<file path="config.mk">
export PLATFORM = sky130hd
export DESIGN_NAME = uart_tx_serializer
export DESIGN_NICKNAME = d
export VERILOG_FILES = /design/src/rtl/uart_tx_serializer.sv
export SDC_FILE = /design/constraint.sdc
export NUM_CORES = 1
export LEC_CHECK = 0
export BUFFER_PORTS_ARGS = -buffer_cell sky130_fd_sc_hd__buf_4
export CAP_MARGIN = 20
export CORE_MARGIN = 3
export CORE_UTILIZATION = 55
export CTS_CLUSTER_DIAMETER = 30
export DETAILED_ROUTE_END_ITERATION = 12
export GPL_TIMING_DRIVEN = 0
export PLACE_DENSITY = 0.81
export RECOVER_POWER = 50
export SLEW_MARGIN = 10
export SYNTH_ARGS = -nofsm -noshare
export SYNTH_HDL_FRONTEND = slang
export SYNTH_SLANG_ARGS = --single-unit
</file>
<file path="constraint.sdc">
create_clock -name clk -period 5.2 [get_ports clk]
set_input_delay 0.52 -clock clk [delete_from_list [all_inputs] [get_ports clk]]
set_output_delay 0.52 -clock clk [all_outputs]
set_load 0.02 [all_outputs]
</file>
<file path="src/rtl/uart_tx_serializer.sv">
// Byte-oriented UART transmitter: small TX FIFO feeding a START/DATA/STOP serializer.
// Frame timing (baud, data bits, stop bits) is latched when a byte is popped.
module uart_tx_serializer #(
    parameter int FIFO_DEPTH = 4,
    parameter int CNT_W      = 16
) (
    input  logic                          clk,
    input  logic                          rst,
    input  logic [CNT_W-1:0]              ctrl_baud_clks,
    input  logic [3:0]                    ctrl_bits,
    input  logic [1:0]                    ctrl_stops,
    input  logic [7:0]                    tx_data,
    input  logic                          tx_valid,
    output logic                          tx_ready,
    output logic                          txd,
    output logic                          busy,
    output logic [$clog2(FIFO_DEPTH):0]   fifo_level
);
    localparam int PTR_W = $clog2(FIFO_DEPTH);
    localparam int LVL_W = PTR_W + 1;

    typedef enum logic [1:0] {IDLE, START, DATA, STOP} state_t;

    state_t             state_reg, state_next;
    logic [CNT_W-1:0]   cnt_reg, cnt_next;
    logic [CNT_W-1:0]   last_cnt_reg, last_cnt_next;
    logic [2:0]         bit_reg, bit_next;
    logic [2:0]         last_bit_reg, last_bit_next;
    logic               stop_reg, stop_next;
    logic               two_stop_reg, two_stop_next;
    logic [7:0]         shift_reg, shift_next;
    logic [PTR_W-1:0]   wr_ptr_reg, wr_ptr_next;
    logic [PTR_W-1:0]   rd_ptr_reg, rd_ptr_next;
    logic [LVL_W-1:0]   level_reg, level_next;
    logic               ready_reg, ready_next;
    logic               busy_reg, busy_next;
    logic               txd_reg, txd_next;

    logic [7:0]         mem [FIFO_DEPTH];
    logic               push, pop, baud_done;
    logic [CNT_W-1:0]   eff_last_cnt;
    logic [2:0]         eff_last_bit;

    // Effective config stored as "last index" values so the counters compare directly.
    always_comb begin
        eff_last_cnt = (ctrl_baud_clks == '0) ? '0 : ctrl_baud_clks - CNT_W'(1);
        if (ctrl_bits < 4'd5)
            eff_last_bit = 3'd4;
        else if (ctrl_bits > 4'd8)
            eff_last_bit = 3'd7;
        else
            eff_last_bit = 3'(ctrl_bits - 4'd1);
    end

    always_ff @(posedge clk) begin
        if (push)
            mem[wr_ptr_reg] <= tx_data;
    end

    always_comb begin
        state_next    = state_reg;
        cnt_next      = cnt_reg;
        last_cnt_next = last_cnt_reg;
        bit_next      = bit_reg;
        last_bit_next = last_bit_reg;
        stop_next     = stop_reg;
        two_stop_next = two_stop_reg;
        shift_next    = shift_reg;
        wr_ptr_next   = wr_ptr_reg;
        rd_ptr_next   = rd_ptr_reg;
        level_next    = level_reg;
        txd_next      = txd_reg;
        pop           = 1'b0;
        push          = tx_valid & ready_reg;
        baud_done     = (cnt_reg == last_cnt_reg);

        case (state_reg)
            IDLE: begin
                txd_next = 1'b1;
                if (level_reg != '0)
                    pop = 1'b1;
            end
            START: begin
                if (baud_done) begin
                    cnt_next   = '0;
                    bit_next   = '0;
                    state_next = DATA;
                    txd_next   = shift_reg[0];
                end else begin
                    cnt_next = cnt_reg + CNT_W'(1);
                end
            end
            DATA: begin
                if (baud_done) begin
                    cnt_next = '0;
                    if (bit_reg == last_bit_reg) begin
                        stop_next  = 1'b0;
                        state_next = STOP;
                        txd_next   = 1'b1;
                    end else begin
                        bit_next   = bit_reg + 3'd1;
                        shift_next = {1'b0, shift_reg[7:1]};
                        txd_next   = shift_reg[1];
                    end
                end else begin
                    cnt_next = cnt_reg + CNT_W'(1);
                end
            end
            STOP: begin
                if (baud_done) begin
                    cnt_next = '0;
                    if (stop_reg == two_stop_reg) begin
                        if (level_reg != '0) begin
                            pop = 1'b1;
                        end else begin
                            state_next = IDLE;
                            txd_next   = 1'b1;
                        end
                    end else begin
                        stop_next = 1'b1;
                    end
                end else begin
                    cnt_next = cnt_reg + CNT_W'(1);
                end
            end
            default: begin
                state_next = IDLE;
                txd_next   = 1'b1;
            end
        endcase

        // A pop loads the next frame and its timing, from IDLE or straight out of STOP.
        if (pop) begin
            state_next    = START;
            cnt_next      = '0;
            shift_next    = mem[rd_ptr_reg];
            last_cnt_next = eff_last_cnt;
            last_bit_next = eff_last_bit;
            two_stop_next = ctrl_stops[1];
            rd_ptr_next   = rd_ptr_reg + PTR_W'(1);
            txd_next      = 1'b0;
        end

        if (push)
            wr_ptr_next = wr_ptr_reg + PTR_W'(1);

        case ({push, pop})
            2'b10:   level_next = level_reg + LVL_W'(1);
            2'b01:   level_next = level_reg - LVL_W'(1);
            default: level_next = level_reg;
        endcase

        ready_next = (level_next != LVL_W'(FIFO_DEPTH));
        busy_next  = (state_next != IDLE) || (level_next != '0);
    end

    always_ff @(posedge clk or posedge rst) begin
        if (rst) begin
            state_reg    <= IDLE;
            cnt_reg      <= '0;
            last_cnt_reg <= '0;
            bit_reg      <= '0;
            last_bit_reg <= '0;
            stop_reg     <= 1'b0;
            two_stop_reg <= 1'b0;
            shift_reg    <= '0;
            wr_ptr_reg   <= '0;
            rd_ptr_reg   <= '0;
            level_reg    <= '0;
            ready_reg    <= 1'b1;
            busy_reg     <= 1'b0;
            txd_reg      <= 1'b1;
        end else begin
            state_reg    <= state_next;
            cnt_reg      <= cnt_next;
            last_cnt_reg <= last_cnt_next;
            bit_reg      <= bit_next;
            last_bit_reg <= last_bit_next;
            stop_reg     <= stop_next;
            two_stop_reg <= two_stop_next;
            shift_reg    <= shift_next;
            wr_ptr_reg   <= wr_ptr_next;
            rd_ptr_reg   <= rd_ptr_next;
            level_reg    <= level_next;
            ready_reg    <= ready_next;
            busy_reg     <= busy_next;
            txd_reg      <= txd_next;
        end
    end

    assign tx_ready   = ready_reg;
    assign txd        = txd_reg;
    assign busy       = busy_reg;
    assign fifo_level = level_reg;

endmodule

</file>
==> results of run 1 <==
[final cells by class]
cell class                      count  area [um2]  area share (%)
Sequential cell                    92        2460            46.5
Multi-Input combinational cell    299        2110            39.9
Timing Repair Buffer               38         251            4.75
Tap cell                          105         131            2.48
Clock buffer                        9         124            2.34
Inverter                           18        72.6            1.37
Buffer                             14        70.1            1.32
Clock inverter                      7        68.8            1.30
[worst max-delay path by stage]
stage | startpoint | endpoint | slack [ns] | cells after the start
finish | state_reg[1] | busy | 1.16 | 13
global route | state_reg[0] | busy | 0.84 | 13
CTS | state_reg[0] | busy | 1.18 | 13
detailed placement | state_reg[1] | busy | 1.21 | 13
global placement | state_reg[0] | busy | 1.37 | 13
floorplan | state_reg[0] | busy | 1.96 | 13
[synthesized netlist by cell type (all sizes together), types with 7 or more instances]
cell type   n  area (um2)
xnor2      29         254
nor2       25        93.8
nand3      12        60.1
dfrtp      58        1450
nand2      45         169
nand4       7        43.8
clkbuf      8        40.0
nor3       18        90.1
ha         14         175
o31ai      15         123
a21o        9        67.6
or3        10        72.6
xor2        9        78.8
edfxtp     32         961
and3       14        87.6
o21ai      19        95.1
mux4        8         180
a21oi      12        63.8
inv        17        63.8
mux2i      10         100
[routing by layer]
metal	global-route usage, %	vias up
met3	3.89	30
met5	0	-
met1	28.4	1685
met2	36.3	112
met4	9.66	0
li1	-	1638
[layout by cell type (no fill, tap or decap), drive strengths merged, types with 12 or more instances in the layout]
cell type and n:
a21oi 12, and3 14, buf 34, clkbuf 27, dfrtp 58, edfxtp 32
ha 14, inv 20, nand2 45, nand3 12, nor2 25, nor3 18
o21ai 19, o31ai 15, xnor2 29
[logic make-up after synthesis]
logic type / synth area share [%]
adder cells (fa/ha/maj): 4.13
XOR/XNOR: 7.05
AND/OR/NAND/NOR: 15.9
AO/OA/AOI/OAI: 11.5
buffers and inverters: 3.02
flip-flops: 52.2
multiplexers: 6.17
[report_power, final]
group	switching (mW)	total [mW]	internal (mW)	leakage [nW]
Clock	0.283	0.468	0.185	0.0911
Sequential	0.140	1.11	0.965	1.04
Combinational	0.581	1.00	0.422	1.01
==> results_tabular.tex, run 1 <==
\begin{tabular}{lr}
\hline
Metric & Value \\
\hline
\multicolumn{2}{l}{\textbf{Placement}} \\
\quad Port-buffer cells & 37 \\
\quad Post-Place Worst Slack & 1.21 ns \\
\quad \# placed instances & 566 \\
\quad DP Wirelength & 7.27 mm \\
\quad Routability cong. & 0.911 \\
\quad Area of placed instances & 5150 um2 \\
\multicolumn{2}{l}{\textbf{Cells and area}} \\
\quad Fill cells & 640 \\
\quad \# nets final & 520 \\
\quad Area added between synthesis and finish & 12.2\% \\
\quad Proportion of layout cells with a drive suffix above 1 & 14.7\% \\
\quad Design area & 5300 um2 \\
\quad Total inserted antenna cells & 0 \\
\quad Core Util, Final & 64.2\% \\
\quad Max reg flops & 32 \\
\quad Final Non-Filler Cells & 582 \\
\multicolumn{2}{l}{\textbf{Die}} \\
\quad Boundary pin count & 39 \\
\quad Die outline width & 98.7 um \\
\quad Initial core utilization & 57.2\% \\
\quad Standard-cell rows & 33 \\
\quad Die outline area & 9730 um2 \\
\quad Die Height & 98.7 um \\
\quad Area of the core & 8260 um2 \\
\multicolumn{2}{l}{\textbf{Route}} \\
\quad Highest metal layer with signal wires & met4 \\
\quad Sum of met2 wire segment lengths after detailed routing & 5.00 mm \\
\quad Total wire length after detailed routing & 9.97 mm \\
\quad Total via count in the routed design & 3465 \\
\quad Sum of met3 wire segment lengths after detailed routing & 549 um \\
\quad DR iter-0 viols & 243 \\
\quad Number of search-and-repair iterations in the first detailed-routing pass & 5 \\
\quad Final antenna-violating net count & 0 \\
\quad Routed WL per cell & 17.1 um \\
\quad DRT met1 WL & 4.10 mm \\
\quad DRC violation count after routing & 0 \\
\quad Via density per instance & 5.95 \\
\multicolumn{2}{l}{\textbf{Hold path}} \\
\quad Worst-case hold path end point & last\_cnt\_reg[0] \\
\quad Count of cells along the worst hold path & 2 \\
\quad Worst hold path startpoint & ctrl\_baud\_clks[0] \\
\quad Worst Hold Class & primary input to flop \\
\multicolumn{2}{l}{\textbf{STA}} \\
\quad Transition at the pin with the smallest max-transition slack & 1.65 ns \\
\quad FMAX & 0.248 GHz \\
\quad Least setup slack across all paths after layout & 1.16 ns \\
\quad Final setup violation count & 0 \\
\quad Post-Route Skew & 0.0106 ns \\
\quad Hold Fails Final Rpt & 0 \\
\quad Max transition margin & -9.80\% \\
\quad RSZ-0062 raised after global routing & false \\
\quad Tmin final & 4.04 ns \\
\quad Portion of the clock cycle consumed by the worst path in the final layout & 77.7\% \\
\quad Final setup TNS & 0 ns \\
\quad Final hold slack & 0.376 ns \\
\quad Max Slew Vio Count & 32 \\
\multicolumn{2}{l}{\textbf{Synth}} \\
\quad Number of distinct library cell variants in the gate-level netlist after synthesis & 53 \\
\quad Seq cells post-synth & 92 \\
\quad Number of instances in the synthesized netlist & 423 \\
\quad Share of the yosys chip area belonging to registers & 52.2\% \\
\quad Mean instance size in the synthesized netlist & 11.2 um2 \\
\quad Commonest register cell after synthesis & dfrtp\_1 \\
\quad Async set-or-reset flop fraction in the synthesized netlist & 65.2\% \\
\quad Count of flip-flops with a built-in enable after synthesis & 32 \\
\quad Synth Warn \# & 0 \\
\quad Post-Syn Area & 4720 um2 \\
\quad Synth Net Count & 471 \\
\multicolumn{2}{l}{\textbf{Critical path}} \\
\quad Endpoint class of the critical path & flop \\
\quad Delay-heaviest family, CP & simple AND/OR/NAND/NOR gates \\
\quad Crit start category & flop \\
\quad Capture point of the worst reg-to-reg path & busy \\
\quad Reg-to-reg critical path startpoint & state\_reg[1] \\
\quad R2R depth & 13 \\
\quad Crit-path slowest cell & nor4b\_1 \\
\quad Reg2Reg Setup Slack & 1.16 ns \\
\quad Critical Path RT & 5.50 ns \\
\quad Crit-path cells & inv\_1 -> ha\_1 -> nor4b\_1 -> a21oi\_2 -> clkinv\_4 -> buf\_2 -> ha\_1 -> inv\_1 -> fa\_1 -> xor2\_1 -> nor2\_1 -> xor2\_1 -> nand4bb\_1 \\
\quad Setup Crit Path Kind & flop to flop \\
\quad Worst path bufs/invs & 4 \\
\quad Arr. time, crit path & 4.34 ns \\
\quad CP Max Fanout & 10 \\
\quad Largest stage delay on the critical path & 0.91 ns \\
\multicolumn{2}{l}{\textbf{CTS}} \\
\quad Clock Latency Late Sink & 0.37 ns \\
\quad H-tree levels & 3 \\
\quad Clock tree from TritonCTS & done \\
\quad Cell at the root of the clock tree & clkbuf\_8 \\
\quad Hold-fix buffers at CTS & 0 \\
\quad Post CTS Setup Buffer Count & 0 \\
\quad Number of sinks driven by the clock tree & 92 \\
\quad TritonCTS buffer count & 9 \\
\quad Clock buffer depth & 2 \\
\quad CTS resizes & 0 \\
\quad CTS clock-pin slew for the worst setup and hold paths & 0.10 ns \\
\multicolumn{2}{l}{\textbf{Pwr}} \\
\quad Leakage Power & 2.14 nW \\
\quad Overall power consumption & 2.58 mW \\
\quad Ratio of total power to cell area & 486 nW/um2 \\
\quad VDD IR max & 0.000274 V \\
\multicolumn{2}{l}{\textbf{Flow run}} \\
\quad Maximum Capacitance Violations & 1 \\
\multicolumn{2}{l}{\textbf{Global routing}} \\
\quad First-pass GRT wire length & 16.8 mm \\
\quad Grt total ovfl & 0 \\
\quad Via count of the first global-routing pass & 3498 \\
\quad Antenna violations before repair & 0 \\
\quad Global routing usage summed across all routing layers & 21.9\% \\
\quad Largest net degree at the start of global routing & 32 \\
\multicolumn{2}{l}{\textbf{Outcome}} \\
\quad Run status & finished with violations \\
\quad Violations in the final reports & capacitance limit, slew limit \\
\hline
\end{tabular}
(Power assumes the default switching activity.)
==> inputs of run 2 (changes only) <==
--- a/config.mk
+++ b/config.mk
@@ -5,14 +5,15 @@
 export SDC_FILE = /design/constraint.sdc
 export NUM_CORES = 1
 export LEC_CHECK = 0
+export ABC_AREA = 1
 export BUFFER_PORTS_ARGS = -buffer_cell sky130_fd_sc_hd__buf_4
 export CAP_MARGIN = 20
 export CORE_MARGIN = 3
-export CORE_UTILIZATION = 55
+export CORE_UTILIZATION = 54
 export CTS_CLUSTER_DIAMETER = 30
 export DETAILED_ROUTE_END_ITERATION = 12
 export GPL_TIMING_DRIVEN = 0
-export PLACE_DENSITY = 0.81
+export PLACE_DENSITY = 0.83
 export RECOVER_POWER = 50
 export SLEW_MARGIN = 10
 export SYNTH_ARGS = -nofsm -noshare
==> constraint.sdc (replaced) <==
create_clock -name clk -period 3.7 [get_ports clk]
set_input_delay 0.37 -clock clk [delete_from_list [all_inputs] [get_ports clk]]
set_output_delay 0.37 -clock clk [all_outputs]
set_load 0.02 [all_outputs]
==> run 2 against run 1 <==
- the flow still finishes with violations (capacitance limit, slew limit)
- clock-buffer cell count unchanged
- clock power up 46%
- sequential power up 39%
- largest cell class unchanged
- largest power group is now combinational cells
==> results_tabular.tex, run 2 <==
\begin{tabular}{lr}
\hline
Metric & Value \\
\hline
\multicolumn{2}{l}{\textbf{Outcome}} \\
\quad Run status & finished with violations \\
\quad Violations in the final reports & capacitance limit, slew limit \\
\multicolumn{2}{l}{\textbf{Hold path}} \\
\quad Worst-case hold path end point & two\_stop\_reg \\
\quad Count of cells along the worst hold path & 3 (+1) \\
\quad Worst hold path startpoint & ctrl\_stops[1] \\
\quad Worst Hold Class & primary input to flop \\
\multicolumn{2}{l}{\textbf{STA}} \\
\quad Portion of the clock cycle consumed by the worst path in the final layout & 85.9\% (+8.2 points) \\
\quad Transition at the pin with the smallest max-transition slack & 1.78 ns (+0.130 ns) \\
\quad Max transition margin & -18.5\% (-8.7 points) \\
\quad Final setup TNS & 0 ns (unchanged) \\
\quad Max Slew Vio Count & 34 (+6.3\%) \\
\quad RSZ-0062 raised after global routing & false \\
\quad Final setup violation count & 0 (unchanged) \\
\quad Post-Route Skew & 0.00852 ns (-0.00211 ns) \\
\quad Hold Fails Final Rpt & 0 (unchanged) \\
\quad Final hold slack & 0.188 ns (-0.187 ns) \\
\quad Tmin final & 3.18 ns (-0.860 ns) \\
\quad FMAX & 0.315 GHz (+27\%) \\
\quad Least setup slack across all paths after layout & 0.521 ns (-0.640 ns) \\
\multicolumn{2}{l}{\textbf{Route}} \\
\quad Via density per instance & 5.52 (-7.3\%) \\
\quad Final antenna-violating net count & 0 (unchanged) \\
\quad Routed WL per cell & 15.0 um (-12\%) \\
\quad Total via count in the routed design & 4091 (+18\%) \\
\quad DRC violation count after routing & 0 (unchanged) \\
\quad DR iter-0 viols & 318 (+31\%) \\
\quad Number of search-and-repair iterations in the first detailed-routing pass & 5 (unchanged) \\
\quad Total wire length after detailed routing & 11.1 mm (+12\%) \\
\multicolumn{2}{l}{\textbf{Critical path}} \\
\quad Largest stage delay on the critical path & 0.43 ns (-0.48 ns) \\
\quad Dominant cell type by count on the critical path & inv\_1 \\
\quad CP Max Fanout & 10 (unchanged) \\
\quad Critical Path RT & 3.96 ns (-1.54 ns) \\
\quad Worst path bufs/invs & 4 (unchanged) \\
\quad Endpoint class of the critical path & flop \\
\quad Arr. time, crit path & 3.44 ns (-0.90 ns) \\
\quad Crit start category & flop \\
\quad Reg2Reg Setup Slack & 0.52 ns (-0.64 ns) \\
\quad Setup Crit Path Kind & flop to flop \\
\quad Reg-to-reg critical path startpoint & state\_reg[1] \\
\quad R2R depth & 15 (+2) \\
\quad Crit-path cells & inv\_1 -> ha\_1 -> a31oi\_1 -> a21boi\_1 -> buf\_2 -> ha\_1 -> inv\_1 -> fa\_1 -> a21oi\_1 -> o21ai\_0 -> xor2\_1 -> inv\_1 -> nand2\_1 -> a21oi\_1 -> nand2\_1 \\
\quad Capture point of the worst reg-to-reg path & busy \\
\quad Crit-path slowest cell & dfrtp\_1 \\
\quad Delay-heaviest family, CP & compound AO/OA/AOI/OAI gates \\
\multicolumn{2}{l}{\textbf{Cells and area}} \\
\quad Total inserted antenna cells & 0 (unchanged) \\
\quad Highest-count cells in the layout ignoring fill and taps & 135 x nand2\_1, 80 x nor2\_1, 58 x dfrtp\_1, 51 x inv\_1 \\
\quad Area added between synthesis and finish & 12.0\% \\
\quad Design area & 5480 um2 (+3.4\%) \\
\quad \# nets final & 676 (+30\%) \\
\quad Max reg flops & 32 (unchanged) \\
\quad Core Util, Final & 62.5\% (-1.6 points) \\
\quad Fill cells & 750 (+17\%) \\
\quad Proportion of layout cells with a drive suffix above 1 & 12.8\% (-1.9 points) \\
\quad Most frequent standard cell in the layout excluding fill and tap cells & nand2\_1 \\
\multicolumn{2}{l}{\textbf{Die}} \\
\quad Initial core utilization & 55.8\% (-1.3 points) \\
\quad Die outline width & 101 um (+2.6\%) \\
\quad Standard-cell rows & 34 (+3.0\%) \\
\quad Boundary pin count & 39 (unchanged) \\
\quad Area of the core & 8760 um2 (+6.1\%) \\
\quad Die Height & 101 um (+2.6\%) \\
\quad Die outline area & 10200 um2 (+5.2\%) \\
\multicolumn{2}{l}{\textbf{Pwr}} \\
\quad Ratio of total power to cell area & 738 nW/um2 (+52\%) \\
\quad VDD IR max & 0.000617 V (+120\%) \\
\quad Leakage Power & 2.41 nW (+12\%) \\
\multicolumn{2}{l}{\textbf{CTS}} \\
\quad TritonCTS buffer count & 9 (unchanged) \\
\quad Cell at the root of the clock tree & clkbuf\_8 \\
\quad Clock tree from TritonCTS & done \\
\quad Post CTS Setup Buffer Count & 0 (unchanged) \\
\quad Hold-fix buffers at CTS & 0 (unchanged) \\
\quad CTS clock-pin slew for the worst setup and hold paths & 0.10 ns (about the same) \\
\quad CTS resizes & 0 (unchanged) \\
\quad Clock Latency Late Sink & 0.37 ns (about the same) \\
\quad H-tree levels & 3 (unchanged) \\
\quad Number of sinks driven by the clock tree & 92 (unchanged) \\
\quad Clock buffer depth & 2 (unchanged) \\
\multicolumn{2}{l}{\textbf{Placement}} \\
\quad Post-Place Worst Slack & 0.516 ns (-0.692 ns) \\
\quad Routability cong. & 0.975 (+7.1\%) \\
\quad Area of placed instances & 5330 um2 (+3.4\%) \\
\quad DP Wirelength & 8.18 mm (+12\%) \\
\quad Port-buffer cells & 37 (unchanged) \\
\multicolumn{2}{l}{\textbf{Global routing}} \\
\quad Global routing usage summed across all routing layers & 23.1\% (+1.2 points) \\
\quad Antenna violations before repair & 0 (unchanged) \\
\quad Via count of the first global-routing pass & 3922 (+12\%) \\
\quad Grt total ovfl & 0 (unchanged) \\
\quad First-pass GRT wire length & 18.6 mm (+10\%) \\
\quad Largest net degree at the start of global routing & 34 (+6.3\%) \\
\multicolumn{2}{l}{\textbf{Synth}} \\
\quad Mean instance size in the synthesized netlist & 8.45 um2 (-24\%) \\
\quad Share of the yosys chip area belonging to registers & 50.4\% (-1.8 points) \\
\quad Count of flip-flops with a built-in enable after synthesis & 32 (unchanged) \\
\quad Commonest register cell after synthesis & dfrtp\_1 \\
\quad Top cell type by total area after synthesis & dfrtp\_1 \\
\quad Number of instances in the synthesized netlist & 579 (+37\%) \\
\quad Synth Net Count & 627 (+33\%) \\
\quad Most common cell in the synthesized netlist & nand2\_1 \\
\quad Fraction of post-synthesis cell area in the top cell type by area & 29.7\% (-1.1 points) \\
\quad Synth cell count leaders & 135 x nand2\_1, 80 x nor2\_1, 58 x dfrtp\_1 \\
\quad Post-Syn Area & 4890 um2 (+3.6\%) \\
\quad Synth Warn \# & 0 (unchanged) \\
\quad Largest cells by area after synthesis & dfrtp\_1 30\%, edfxtp\_1 20\%, nand2\_1 10\% \\
\quad Number of distinct library cell variants in the gate-level netlist after synthesis & 37 (-30\%) \\
\quad Async set-or-reset flop fraction in the synthesized netlist & 65.2\% (unchanged) \\
\quad Seq cells post-synth & 92 (unchanged) \\
\multicolumn{2}{l}{\textbf{Flow run}} \\
\quad Maximum Capacitance Violations & 1 (unchanged) \\
\hline
\end{tabular}
-- run 2: stage by stage --
step,power (mW),cells
final,4.04,741
after global routing,4.37,741
after CTS,4.06,741
after detailed placement,3.38,725
after global placement,3.29,724
after floorplan,2.84,579
-- run 2: area by class of cell --
class	count	area, um2	share of cell area, %
repair buffers	38	248	4.52
flip-flops and latches	92	2460	45.0
inverters	67	251	4.59
well taps	108	135	2.47
plain buffers	14	76.3	1.39
clock inverters	7	80.1	1.46
clock buffers	9	124	2.26
multi-input cells	406	2100	38.3
-- run 2: worst reg2reg max path, stage by stage (launching register included) --
cell,delay (ns)
dfrtp_1,0.43
inv_1,0.12
ha_1,0.32
a31oi_1,0.29
a21boi_1,0.25
buf_2,0.30
ha_1,0.20
inv_1,0.07
fa_1,0.38
a21oi_1,0.15
o21ai_0,0.11
xor2_1,0.18
inv_1,0.07
nand2_1,0.05
a21oi_1,0.12
nand2_1,0.06
-- run 2: worst max-delay path by stage --
stage	from	end	slack, ns	cells past startpoint
after global placement	state_reg[1]	busy	0.61	15
final	state_reg[1]	busy	0.52	15
after global routing	cnt_reg[2]	busy	0.19	19
after CTS	state_reg[1]	busy	0.52	15
after floorplan	state_reg[1]	busy	0.96	15
after detailed placement	state_reg[1]	busy	0.52	15
-- run 2: power by group --
part	total, mW	leakage (nW)	switching [mW]	internal, mW
combinational	1.82	1.27	1.19	0.625
clock	0.683	0.0994	0.414	0.268
sequential	1.54	1.04	0.168	1.37
total	4.04	2.41	1.78	2.27
-- run 2: cells by family (layout without fill, tap and decap cells) --
group	Yosys count	in the layout	synth area share [%]
simple gates	277	277	23.4
flops	92	92	50.4
compound gates	87	87	10.7
buf+inv	81	135	6.70
xor+xnor	27	27	4.83
fa+ha+maj	15	15	3.99
-- run 2: routing by layer --
metal  part of all wire, %  GRT usage, %  vias up
li1                      -             -     2014
met1                    43          31.2     1932
met2                    50          39.3      128
met3                   5.9          4.34       17
met4                   1.4          4.81        0
met5                     0             0        -
==> inputs of run 3 (changes only) <==
--- a/config.mk
+++ b/config.mk
@@ -8,8 +8,10 @@
 export ABC_AREA = 1
 export BUFFER_PORTS_ARGS = -buffer_cell sky130_fd_sc_hd__buf_4
 export CAP_MARGIN = 20
+export CELL_PAD_IN_SITES_DETAIL_PLACEMENT = 0
+export CELL_PAD_IN_SITES_GLOBAL_PLACEMENT = 2
 export CORE_MARGIN = 3
-export CORE_UTILIZATION = 54
+export CORE_UTILIZATION = 33
 export CTS_CLUSTER_DIAMETER = 30
 export DETAILED_ROUTE_END_ITERATION = 12
 export GPL_TIMING_DRIVEN = 0
==> run 3 against run 2 <==
- the run still ends with capacitance limit, slew limit left
- power increased by 6.9%
- global-route usage decreased by 7.7 points
- core utilization decreased by 23 points
- maximum frequency decreased by 0.25%
- highest routed layer unchanged
==> results_tabular.tex, run 3 (same netlist as run 2, synthesis figures left out) <==
\begin{tabular}{lr}
\hline
Metric & Value \\
\hline
\multicolumn{2}{l}{\textbf{Route}} \\
\quad Total via count in the routed design & 3948 (-3.5\%) \\
\quad DR iter-0 viols & 271 (-15\%) \\
\quad Final antenna-violating net count & 0 (unchanged) \\
\quad Sum of met3 wire segment lengths after detailed routing & 280 um (-57\%) \\
\quad Via density per instance & 4.86 (-12\%) \\
\quad Highest metal layer with signal wires & met4 \\
\quad Number of search-and-repair iterations in the first detailed-routing pass & 4 (-1) \\
\quad Routed WL per cell & 14.8 um (-1.5\%) \\
\quad Total wire length after detailed routing & 12.0 mm (+7.9\%) \\
\quad Sum of met2 wire segment lengths after detailed routing & 5.81 mm (+4.8\%) \\
\quad DRT met1 WL & 5.83 mm (+22\%) \\
\quad DRC violation count after routing & 0 (unchanged) \\
\multicolumn{2}{l}{\textbf{Flow run}} \\
\quad Maximum Capacitance Violations & 1 (unchanged) \\
\multicolumn{2}{l}{\textbf{Global routing}} \\
\quad Antenna violations before repair & 0 (unchanged) \\
\quad Via count of the first global-routing pass & 3875 (-1.2\%) \\
\quad Global routing usage summed across all routing layers & 15.4\% (-7.7 points) \\
\quad Grt total ovfl & 0 (unchanged) \\
\quad First-pass GRT wire length & 19.6 mm (+5.3\%) \\
\quad Largest net degree at the start of global routing & 61 (+79\%) \\
\multicolumn{2}{l}{\textbf{CTS}} \\
\quad Clock tree from TritonCTS & done \\
\quad Clock buffer depth & 2 (unchanged) \\
\quad Post CTS Setup Buffer Count & 0 (unchanged) \\
\quad CTS clock-pin slew for the worst setup and hold paths & 0.07 ns (-0.03 ns) \\
\quad Hold-fix buffers at CTS & 0 (unchanged) \\
\quad Number of sinks driven by the clock tree & 92 (unchanged) \\
\quad H-tree levels & 3 (unchanged) \\
\quad Cell at the root of the clock tree & clkbuf\_16 \\
\quad Clock Latency Late Sink & 0.34 ns (-0.03 ns) \\
\quad TritonCTS buffer count & 9 (unchanged) \\
\quad CTS resizes & 0 (unchanged) \\
\multicolumn{2}{l}{\textbf{Pwr}} \\
\quad Ratio of total power to cell area & 762 nW/um2 (+3.2\%) \\
\quad Overall power consumption & 4.32 mW (+6.9\%) \\
\quad VDD IR max & 0.000495 V (-20\%) \\
\quad Leakage Power & 2.45 nW (+1.9\%) \\
\multicolumn{2}{l}{\textbf{STA}} \\
\quad Final setup TNS & 0 ns (unchanged) \\
\quad FMAX & 0.314 GHz (-0.25\%) \\
\quad Final setup violation count & 0 (unchanged) \\
\quad Tmin final & 3.19 ns (+0.00781 ns) \\
\quad Hold Fails Final Rpt & 0 (unchanged) \\
\quad Transition at the pin with the smallest max-transition slack & 2.70 ns (+0.921 ns) \\
\quad Final hold slack & 0.214 ns (+0.0259 ns) \\
\quad Max Slew Vio Count & 61 (+79\%) \\
\quad Max transition margin & -80.9\% (-62 points) \\
\quad Post-Route Skew & 0.00681 ns (-0.00171 ns) \\
\quad RSZ-0062 raised after global routing & false \\
\quad Portion of the clock cycle consumed by the worst path in the final layout & 86.1\% (+0.21 points) \\
\multicolumn{2}{l}{\textbf{Cells and area}} \\
\quad Area added between synthesis and finish & 16.0\% \\
\quad Proportion of layout cells with a drive suffix above 1 & 13.0\% (+0.18 points) \\
\quad Total inserted antenna cells & 0 (unchanged) \\
\quad Highest-count cells in the layout ignoring fill and taps & 135 x nand2\_1, 80 x nor2\_1, 58 x dfrtp\_1, 50 x inv\_1 \\
\quad Max reg flops & 32 (unchanged) \\
\quad \# nets final & 675 (-0.15\%) \\
\quad Most frequent standard cell in the layout excluding fill and tap cells & nand2\_1 \\
\multicolumn{2}{l}{\textbf{Critical path}} \\
\quad R2R depth & 15 (unchanged) \\
\quad Reg2Reg Setup Slack & 0.51 ns (about the same) \\
\quad CP Max Fanout & 10 (unchanged) \\
\quad Setup Crit Path Kind & flop to flop \\
\quad Crit start category & flop \\
\quad Critical Path RT & 3.93 ns (-0.03 ns) \\
\quad Arr. time, crit path & 3.42 ns (-0.02 ns) \\
\quad Endpoint class of the critical path & flop \\
\multicolumn{2}{l}{\textbf{Placement}} \\
\quad Routability cong. & 0.820 (-16\%) \\
\quad DP Wirelength & 8.70 mm (+6.4\%) \\
\quad Port-buffer cells & 37 (unchanged) \\
\multicolumn{2}{l}{\textbf{Die}} \\
\quad Area of the core & 14200 um2 (+62\%) \\
\quad Standard-cell rows & 43 (+26\%) \\
\quad Boundary pin count & 39 (unchanged) \\
\quad Die outline width & 128 um (+26\%) \\
\quad Initial core utilization & 34.5\% (-21 points) \\
\quad Die Height & 128 um (+26\%) \\
\quad Die outline area & 16300 um2 (+59\%) \\
\multicolumn{2}{l}{\textbf{Outcome}} \\
\quad Violations in the final reports & capacitance limit, slew limit \\
\quad Run status & finished with violations \\
\multicolumn{2}{l}{\textbf{Hold path}} \\
\quad Worst Hold Class & primary input to flop \\
\quad Count of cells along the worst hold path & 3 (unchanged) \\
\hline
\end{tabular}
[run 3: changes by cell type in the layout (fill, tap and decap cells not counted), sizes merged]
| cell | before | now |
|---|---|---|
| clkinvlp | 1 | 2 |
| clkinv | 4 | 3 |
| clkbuf | 23 | 24 |
| buf | 38 | 37 |
| bufinv | 0 | 1 |
| inv | 69 | 67 |
[run 3: stage by stage]
stage	setup slack, ns	instances	instance area (um2)	util [%]
finish	0.513	812	5680	40.0
global route	0.0188	812	5680	40.0
CTS	0.446	812	5710	40.2
detailed placement	0.457	796	5400	38.0
global placement	0.502	796	5400	38.0
floorplan	0.962	579	4890	-
[run 3: worst max-delay path, stage by stage (launching register included)]
cell and delay, ns:
dfrtp_1 0.42, inv_1 0.12, ha_1 0.32, a31oi_1 0.29
a21boi_1 0.26, clkbuf_4 0.28, ha_1 0.17, inv_1 0.07
fa_1 0.38, a21oi_1 0.15, o21ai_0 0.11, xor2_1 0.18
inv_1 0.07, nand2_1 0.06, a21oi_1 0.12, nand2_1 0.07
[run 3: final timing paths]
path | startpoint | to
setup / recovery | state_reg[1] | busy
hold / removal | ctrl_stops[1] | two_stop_reg
setup reg to reg | state_reg[1] | busy
hold reg to reg | txd | txd
max in group asynchronous | rst | last_cnt_reg[7]
min in group asynchronous | rst | rd_ptr_reg[1]
[run 3: layout make-up]
cell class                 count  area (um2)
fill                        1445        8530
sequential                    92        2460
multi-input combinational    406        2100
inverter                      67         253
timing repair buffer          37         244
clock buffer                  10         239
tap                          180         225
buffer                        14        78.8
clock inverter                 6        71.3
[run 3: routing by layer]
metal | global-route usage [%] | up-vias
li1 | - | 2014
met1 | 20.5 | 1872
met2 | 24.8 | 54
met3 | 3.21 | 8
met4 | 5.81 | 0
met5 | 0 | -
[run 3: where the power goes]
part	switching (mW)	internal, mW
combinational	1.19	0.630
clock	0.404	0.549
sequential	0.171	1.38
total	1.77	2.56
